File: src/rtl/shift_ctrl_pkg.sv
// Shared types and constants for the shift-chain controller.
package shift_ctrl_pkg;

  localparam int unsigned SC_DEFAULT_WIDTH = 4;

  typedef enum logic [1:0] {
    IDLE   = 2'd0,
    SHIFT  = 2'd1,
    SETTLE = 2'd2,
    CHECK  = 2'd3
  } state_e;

  // Bit-index counter width; a single-stage chain still needs one bit.
  function automatic int unsigned cnt_width(input int unsigned w);
    return (w <= 1) ? 1 : $clog2(w);
  endfunction

endpackage

File: src/rtl/shift_ctrl_if.sv
// Load handshake, serial chain drive/readback and completion status of shift_ctrl.
interface shift_ctrl_if
  import shift_ctrl_pkg::*;
#(
  parameter int unsigned WIDTH = SC_DEFAULT_WIDTH
);

  logic             LOAD_VALID;
  logic             LOAD_READY;
  logic [WIDTH-1:0] DATA;
  logic             HOLD;
  logic [WIDTH-1:0] Q_PAR;
  logic             SER_ENB;
  logic             SER_IN;
  logic             BUSY;
  logic             DONE;
  logic             ERR;
  logic [WIDTH-1:0] RD_DATA;

  modport slave (
    input  LOAD_VALID, DATA, HOLD, Q_PAR,
    output LOAD_READY, SER_ENB, SER_IN, BUSY, DONE, ERR, RD_DATA
  );

  modport master (
    output LOAD_VALID, DATA, HOLD, Q_PAR,
    input  LOAD_READY, SER_ENB, SER_IN, BUSY, DONE, ERR, RD_DATA
  );

endinterface

File: src/rtl/shift_ctrl_cnt.sv
// Bit counter for the serialiser: synchronous clear, enable, saturates at WIDTH-1.
module shift_ctrl_cnt
  import shift_ctrl_pkg::*;
#(
  parameter int unsigned WIDTH = SC_DEFAULT_WIDTH,
  parameter int unsigned CW    = cnt_width(WIDTH)
) (
  input  logic          clk_i,
  input  logic          clr_i,
  input  logic          en_i,
  output logic [CW-1:0] cnt_o,
  output logic          tc_o
);

  logic [CW-1:0] cnt_q;
  logic [CW-1:0] cnt_d;

  assign tc_o  = (cnt_q == CW'(WIDTH - 1));
  assign cnt_o = cnt_q;

  always_comb begin
    cnt_d = cnt_q;
    if (en_i && !tc_o) begin
      cnt_d = cnt_q + 1'b1;
    end
  end

  always_ff @(posedge clk_i) begin
    if (clr_i) begin
      cnt_q <= '0;
    end else begin
      cnt_q <= cnt_d;
    end
  end

endmodule

File: src/rtl/shift_ctrl.sv
// Serialises a word MSB-first into a chain of 1-bit cells and reads it back.
// Define SHIFT_CTRL_CHECK_EN to add the SETTLE cycle and live readback compare (ERR).
module shift_ctrl
  import shift_ctrl_pkg::*;
#(
  parameter int unsigned WIDTH = SC_DEFAULT_WIDTH
) (
  input logic         CLK,
  input logic         CLR,
  shift_ctrl_if.slave bus
);

  localparam int unsigned CNT_W = cnt_width(WIDTH);

  state_e           state_q, state_d;
  logic [WIDTH-1:0] shadow_q, shadow_d;
  logic [WIDTH-1:0] rd_q, rd_d;

  logic             cnt_clr;
  logic             cnt_en;
  logic [CNT_W-1:0] cnt;
  logic             cnt_tc;
  logic [CNT_W-1:0] bit_idx;

  logic ready;
  logic ser_enb;
  logic ser_in;
  logic busy;
  logic done;
  logic err;

  shift_ctrl_cnt #(
    .WIDTH (WIDTH),
    .CW    (CNT_W)
  ) u_cnt (
    .clk_i (CLK),
    .clr_i (CLR | cnt_clr),
    .en_i  (cnt_en),
    .cnt_o (cnt),
    .tc_o  (cnt_tc)
  );

  assign bit_idx = CNT_W'(WIDTH - 1) - cnt;

  always_comb begin
    state_d  = state_q;
    shadow_d = shadow_q;
    rd_d     = rd_q;
    ready    = 1'b0;
    ser_enb  = 1'b0;
    ser_in   = 1'b0;
    busy     = 1'b1;
    done     = 1'b0;
    err      = 1'b0;
    cnt_clr  = 1'b0;
    cnt_en   = 1'b0;

    unique case (state_q)
      IDLE: begin
        ready = 1'b1;
        busy  = 1'b0;
        if (bus.LOAD_VALID) begin
          shadow_d = bus.DATA;
          cnt_clr  = 1'b1;
          state_d  = SHIFT;
        end
      end

      SHIFT: begin
        // SER_IN follows the counter, so it stays put for as long as HOLD freezes it.
        ser_in  = shadow_q[bit_idx];
        ser_enb = ~bus.HOLD;
        if (!bus.HOLD) begin
          cnt_en = 1'b1;
          if (cnt_tc) begin
`ifdef SHIFT_CTRL_CHECK_EN
            state_d = SETTLE;
`else
            state_d = CHECK;
`endif
          end
        end
      end

      SETTLE: begin
        state_d = CHECK;
      end

      CHECK: begin
        done = 1'b1;
`ifdef SHIFT_CTRL_CHECK_EN
        err  = (bus.Q_PAR != shadow_q);
`else
        err  = 1'b0;
`endif
        rd_d    = bus.Q_PAR;
        state_d = IDLE;
      end

      default: begin
        state_d = IDLE;
      end
    endcase
  end

  always_ff @(posedge CLK) begin
    if (CLR) begin
      state_q  <= IDLE;
      shadow_q <= '0;
      rd_q     <= '0;
    end else begin
      state_q  <= state_d;
      shadow_q <= shadow_d;
      rd_q     <= rd_d;
    end
  end

  assign bus.LOAD_READY = ready;
  assign bus.SER_ENB    = ser_enb;
  assign bus.SER_IN     = ser_in;
  assign bus.BUSY       = busy;
  assign bus.DONE       = done;
  assign bus.ERR        = err;
  assign bus.RD_DATA    = rd_q;

endmodule

File: src/flat_wrapper.sv
// flat-port wrapper written by rule: the top's interface ports become plain ports
module shift_ctrl_flat import shift_ctrl_pkg::*;
#(
  parameter int unsigned WIDTH = SC_DEFAULT_WIDTH
)
  (CLK, CLR, bus_LOAD_VALID, bus_DATA, bus_HOLD, bus_Q_PAR, bus_LOAD_READY, bus_SER_ENB, bus_SER_IN, bus_BUSY, bus_DONE, bus_ERR, bus_RD_DATA);
  shift_ctrl_if #(.WIDTH(WIDTH)) bus_i ();
  input logic CLK;
  input logic CLR;
  input wire logic [$bits(bus_i.LOAD_VALID)-1:0] bus_LOAD_VALID;
  input wire logic [$bits(bus_i.DATA)-1:0] bus_DATA;
  input wire logic [$bits(bus_i.HOLD)-1:0] bus_HOLD;
  input wire logic [$bits(bus_i.Q_PAR)-1:0] bus_Q_PAR;
  output wire logic [$bits(bus_i.LOAD_READY)-1:0] bus_LOAD_READY;
  output wire logic [$bits(bus_i.SER_ENB)-1:0] bus_SER_ENB;
  output wire logic [$bits(bus_i.SER_IN)-1:0] bus_SER_IN;
  output wire logic [$bits(bus_i.BUSY)-1:0] bus_BUSY;
  output wire logic [$bits(bus_i.DONE)-1:0] bus_DONE;
  output wire logic [$bits(bus_i.ERR)-1:0] bus_ERR;
  output wire logic [$bits(bus_i.RD_DATA)-1:0] bus_RD_DATA;
  assign bus_i.LOAD_VALID = bus_LOAD_VALID;
  assign bus_i.DATA = bus_DATA;
  assign bus_i.HOLD = bus_HOLD;
  assign bus_i.Q_PAR = bus_Q_PAR;
  assign bus_LOAD_READY = bus_i.LOAD_READY;
  assign bus_SER_ENB = bus_i.SER_ENB;
  assign bus_SER_IN = bus_i.SER_IN;
  assign bus_BUSY = bus_i.BUSY;
  assign bus_DONE = bus_i.DONE;
  assign bus_ERR = bus_i.ERR;
  assign bus_RD_DATA = bus_i.RD_DATA;
  shift_ctrl #(.WIDTH(WIDTH)) u_core (.CLK(CLK), .CLR(CLR), .bus(bus_i));
endmodule
File: config.mk
export PLATFORM = sky130hd
export DESIGN_NAME = shift_ctrl_flat
export DESIGN_NICKNAME = d
export VERILOG_FILES = /design/src/rtl/shift_ctrl_pkg.sv /design/src/rtl/shift_ctrl_if.sv /design/src/rtl/shift_ctrl_cnt.sv /design/src/rtl/shift_ctrl.sv /design/src/flat_wrapper.sv
export SDC_FILE = /design/constraint.sdc
export NUM_CORES = 1
export LEC_CHECK = 0
export CORE_MARGIN = 2
export CORE_UTILIZATION = 42
export CTS_BUF_LIST = sky130_fd_sc_hd__clkbuf_16
export DETAILED_ROUTE_END_ITERATION = 10
export GPL_TIMING_DRIVEN = 1
export PLACE_DENSITY = 0.77
export SETUP_SLACK_MARGIN = 0.1
export SLEW_MARGIN = 15
export SYNTH_ARGS = -nofsm -noshare
export SYNTH_HDL_FRONTEND = slang
export SYNTH_HIERARCHICAL = 1
export SYNTH_SLANG_ARGS = --single-unit
File: constraint.sdc
create_clock -name CLK -period 1.79 [get_ports CLK]
set_input_delay 0.358 -clock CLK [delete_from_list [all_inputs] [get_ports CLK]]
set_output_delay 0.358 -clock CLK [all_outputs]
set_load 0.02 [all_outputs]
==> out/results.ini, run 1 <==
[run_status]
status = complete, no violations

[yosys]
syn-cell-area_um2 = 626
ys_ff_latch = 12
synth_cells = 66
yosysUniqueCellTypes = 22
yosysWarnings = 6
synth_nets = 84
synth.avg_cell_area_um2 = 9.48
seq_area_frac_synth = 0.384

[power_and_ir_drop]
power.density_mw_per_mm2 = 1320
peakVddDrop_mv = 0.926
p_leak_nw = 0.424

[timing]
finalCriticalPeriod_ns = 1.68
setup_viol = 0
fin_crit_sh = 0.937
slew_violations = 0
worst_slack_ns = 0.112
final.setup_skew_ns = 0.00208
report.final.hold_viol_count = 0
finalSetupTns_ns = 0
rsz0062_at_grt = true
fmax_mhz = 596

[cells_and_area]
drive_gt1_frac = 0.237
area_growth_pct = 55.8
stdcell_count = 112
antenna_cells = 0
nets = 116
layout_commonest_cell = clkdlybuf4s50_1
nFillCells = 110
layout_common_cells = 15 x clkdlybuf4s50_1, 11 x dfxtp_1, 10 x buf_4, 7 x nor2_1, 6 x ha_1

[global_routing]
grt_pass1_wl_um = 2360
grt_max_degree = 13
grt_pass1_vias = 566
grt_usage = 0.169
grt_overflow = 0
antenna_found_initial = 0

[worst_setup_path]
path_max_fanout = 2
criticalPathCategory = flop to output port
crit_path_cell_trace = mux4_2 -> and2_4 -> buf_6
r2r_cells = 6
critPathBufInv = 1
worstPathRequired_ns = 1.43
critPathTopFamily = multiplexers
slowest_stage = mux4_2
crit_path_end_kind = output port
crit_arrival_ns = 1.32
critPathLaunchType = flop
regToRegEndpoint = u_core/u_cnt/cnt_o[0]
slowest_delay_ns = 0.48
r2r-start = u_core/state_q[1]
rrSetupSlack_ns = 0.31

[placed_design]
gp_congestion = 0.770
dp_hpwl_um = 1070
dp_slack_ns = -0.127
dp.cells = 108
numPortBuffers = 20

[die]
coreArea_mm2 = 0.00135
fp.dieH_um = 42.6
initial_utilization = 0.463
die_w_um = 42.6
row_count = 13
die-area_mm2 = 0.00181
ioPinCount = 22

[worst_hold_path]
whs_path_depth = 2
hp-class = flop to flop
min_to = u_core/shadow_q[3]
holdCritStartpoint = u_core/shadow_q[3]

[routing]
wl_per_cell_um = 12.4
wl_um = 1380
detail-route-antenna-nets = 0
first_iter_violations = 1
drc = 0
first_pass_iters = 2
viasPerCell = 4.82
vias = 540

[cts]
root_buffer = clkbuf_16
cts.sink_count = 12
clk_pin_slew_ns = 0.04
cts_tree = done
cts_max_level = 1
clk_latency_ns = 0.23
cts-buffers-inserted = 3
post_cts_buffers = 0
cts_buffer_depth = 2

[flow_run]
max_cap_viol_count = 0

flip-flops by register name, summed over array words and instances, names as in the netlist:
signal,flops
u_core/bus.RD_DATA,4
u_core/shadow_q,4
u_core/state_q,2
u_core/u_cnt/cnt_o,2
worst max path at each step:
stage,start,end,cells past startpoint
detailed placement,bus_HOLD,bus_SER_ENB,3
CTS,u_core/u_cnt/cnt_o[0],bus_SER_IN,3
global placement,bus_HOLD,bus_SER_ENB,3
global route,u_core/u_cnt/cnt_o[0],bus_SER_IN,3
finish,u_core/u_cnt/cnt_o[0],bus_SER_IN,3
floorplan,u_core/state_q[1],u_core/u_cnt/cnt_o[0],5
cell families (layout without fill, tap and decap cells):
logic type | after synthesis | after routing | synth area share
AO/OA/AOI/OAI | 6 | 6 | 0.0540
multiplexers | 8 | 8 | 0.158
other | 1 | 1 | 0.00599
buffers and inverters | 6 | 37 | 0.0440
flip-flops | 12 | 12 | 0.384
AND/OR/NAND/NOR | 27 | 27 | 0.234
adder cells (fa/ha/maj) | 6 | 6 | 0.120
worst min-delay path: stages, from the launching register on:
cell and delay, ns:
dfxtp_1 0.30, nand2_1 0.05, a21oi_1 0.05
routing by layer:
layer	global-route usage	wire, um
met5	0	0
met1	0.215	645
met4	0.0750	0
met2	0.289	678
met3	0.0129	60
cell usage after synthesis:
library cell   n  area share
conb_1         1      0.0060
o21ai_0        1      0.0080
nor2_1         7       0.042
and2_1         1       0.010
a21oi_1        4       0.032
inv_1          3       0.018
buf_4          1       0.012
buf_2          1      0.0080
dfxtp_1       12        0.38
nand2_1        5       0.030
mux2i_1        5       0.080
clkbuf_1       1      0.0060
mux4_2         1       0.036
nor2b_1        3       0.030
mux2_2         1       0.018
nand3_1        4       0.032
nand4bb_1      1       0.018
nor2b_4        1       0.022
ha_1           6        0.12
nand2b_1       5       0.050
mux2_4         1       0.024
a21oi_2        1       0.014
cell type report:
| cell class | count | area (um2) | area share |
|---|---|---|---|
| multi-input cells | 48 | 360 | 0.370 |
| repair buffers | 30 | 264 | 0.271 |
| inverters | 3 | 11.3 | 0.0116 |
| clock buffers | 3 | 75.1 | 0.0770 |
| clock inverters | 1 | 3.75 | 0.00385 |
| well taps | 15 | 18.8 | 0.0193 |
| flip-flops and latches | 12 | 241 | 0.248 |
where the power goes:
| group | internal, mW | leakage [nW] | switching [mW] |
|---|---|---|---|
| combinational | 0.278 | 0.287 | 0.268 |
| clock | 0.293 | 0.0385 | 0.109 |
| sequential | 0.317 | 0.0983 | 0.0270 |
| total | 0.888 | 0.424 | 0.403 |
what timing repair did:
item / in CTS / in global routing
setup endpoints to repair: 5 / 3
pin swaps: 0 / 1
hold buffers: 0 / 0
gates resized for setup: 10 / 6
per-stage QoR:
stage / instance area (um2) / total power [mW] / utilization / hold WS, ns
6_report: 975 / 1.29 / 0.722 / 0.459
5_1_grt: 975 / 1.37 / 0.722 / 0.487
4_1_cts: 975 / 1.30 / 0.722 / 0.465
3_5_place_dp: 903 / 0.920 / 0.669 / 0.454
3_3_place_gp: 903 / 0.909 / 0.669 / 0.445
2_1_floorplan: 626 / 0.664 / - / 0.433
No activity file was read; power rests on OpenSTA's default activity.
==> run 2: changes to the inputs <==
--- a/config.mk
+++ b/config.mk
@@ -12,7 +12,6 @@
 export GPL_TIMING_DRIVEN = 1
 export PLACE_DENSITY = 0.77
 export SETUP_SLACK_MARGIN = 0.1
-export SLEW_MARGIN = 15
 export SYNTH_ARGS = -nofsm -noshare
 export SYNTH_HDL_FRONTEND = slang
 export SYNTH_HIERARCHICAL = 1
==> results of run 2 <==
Final layout, timing and power as in run 1 (identical DEF).
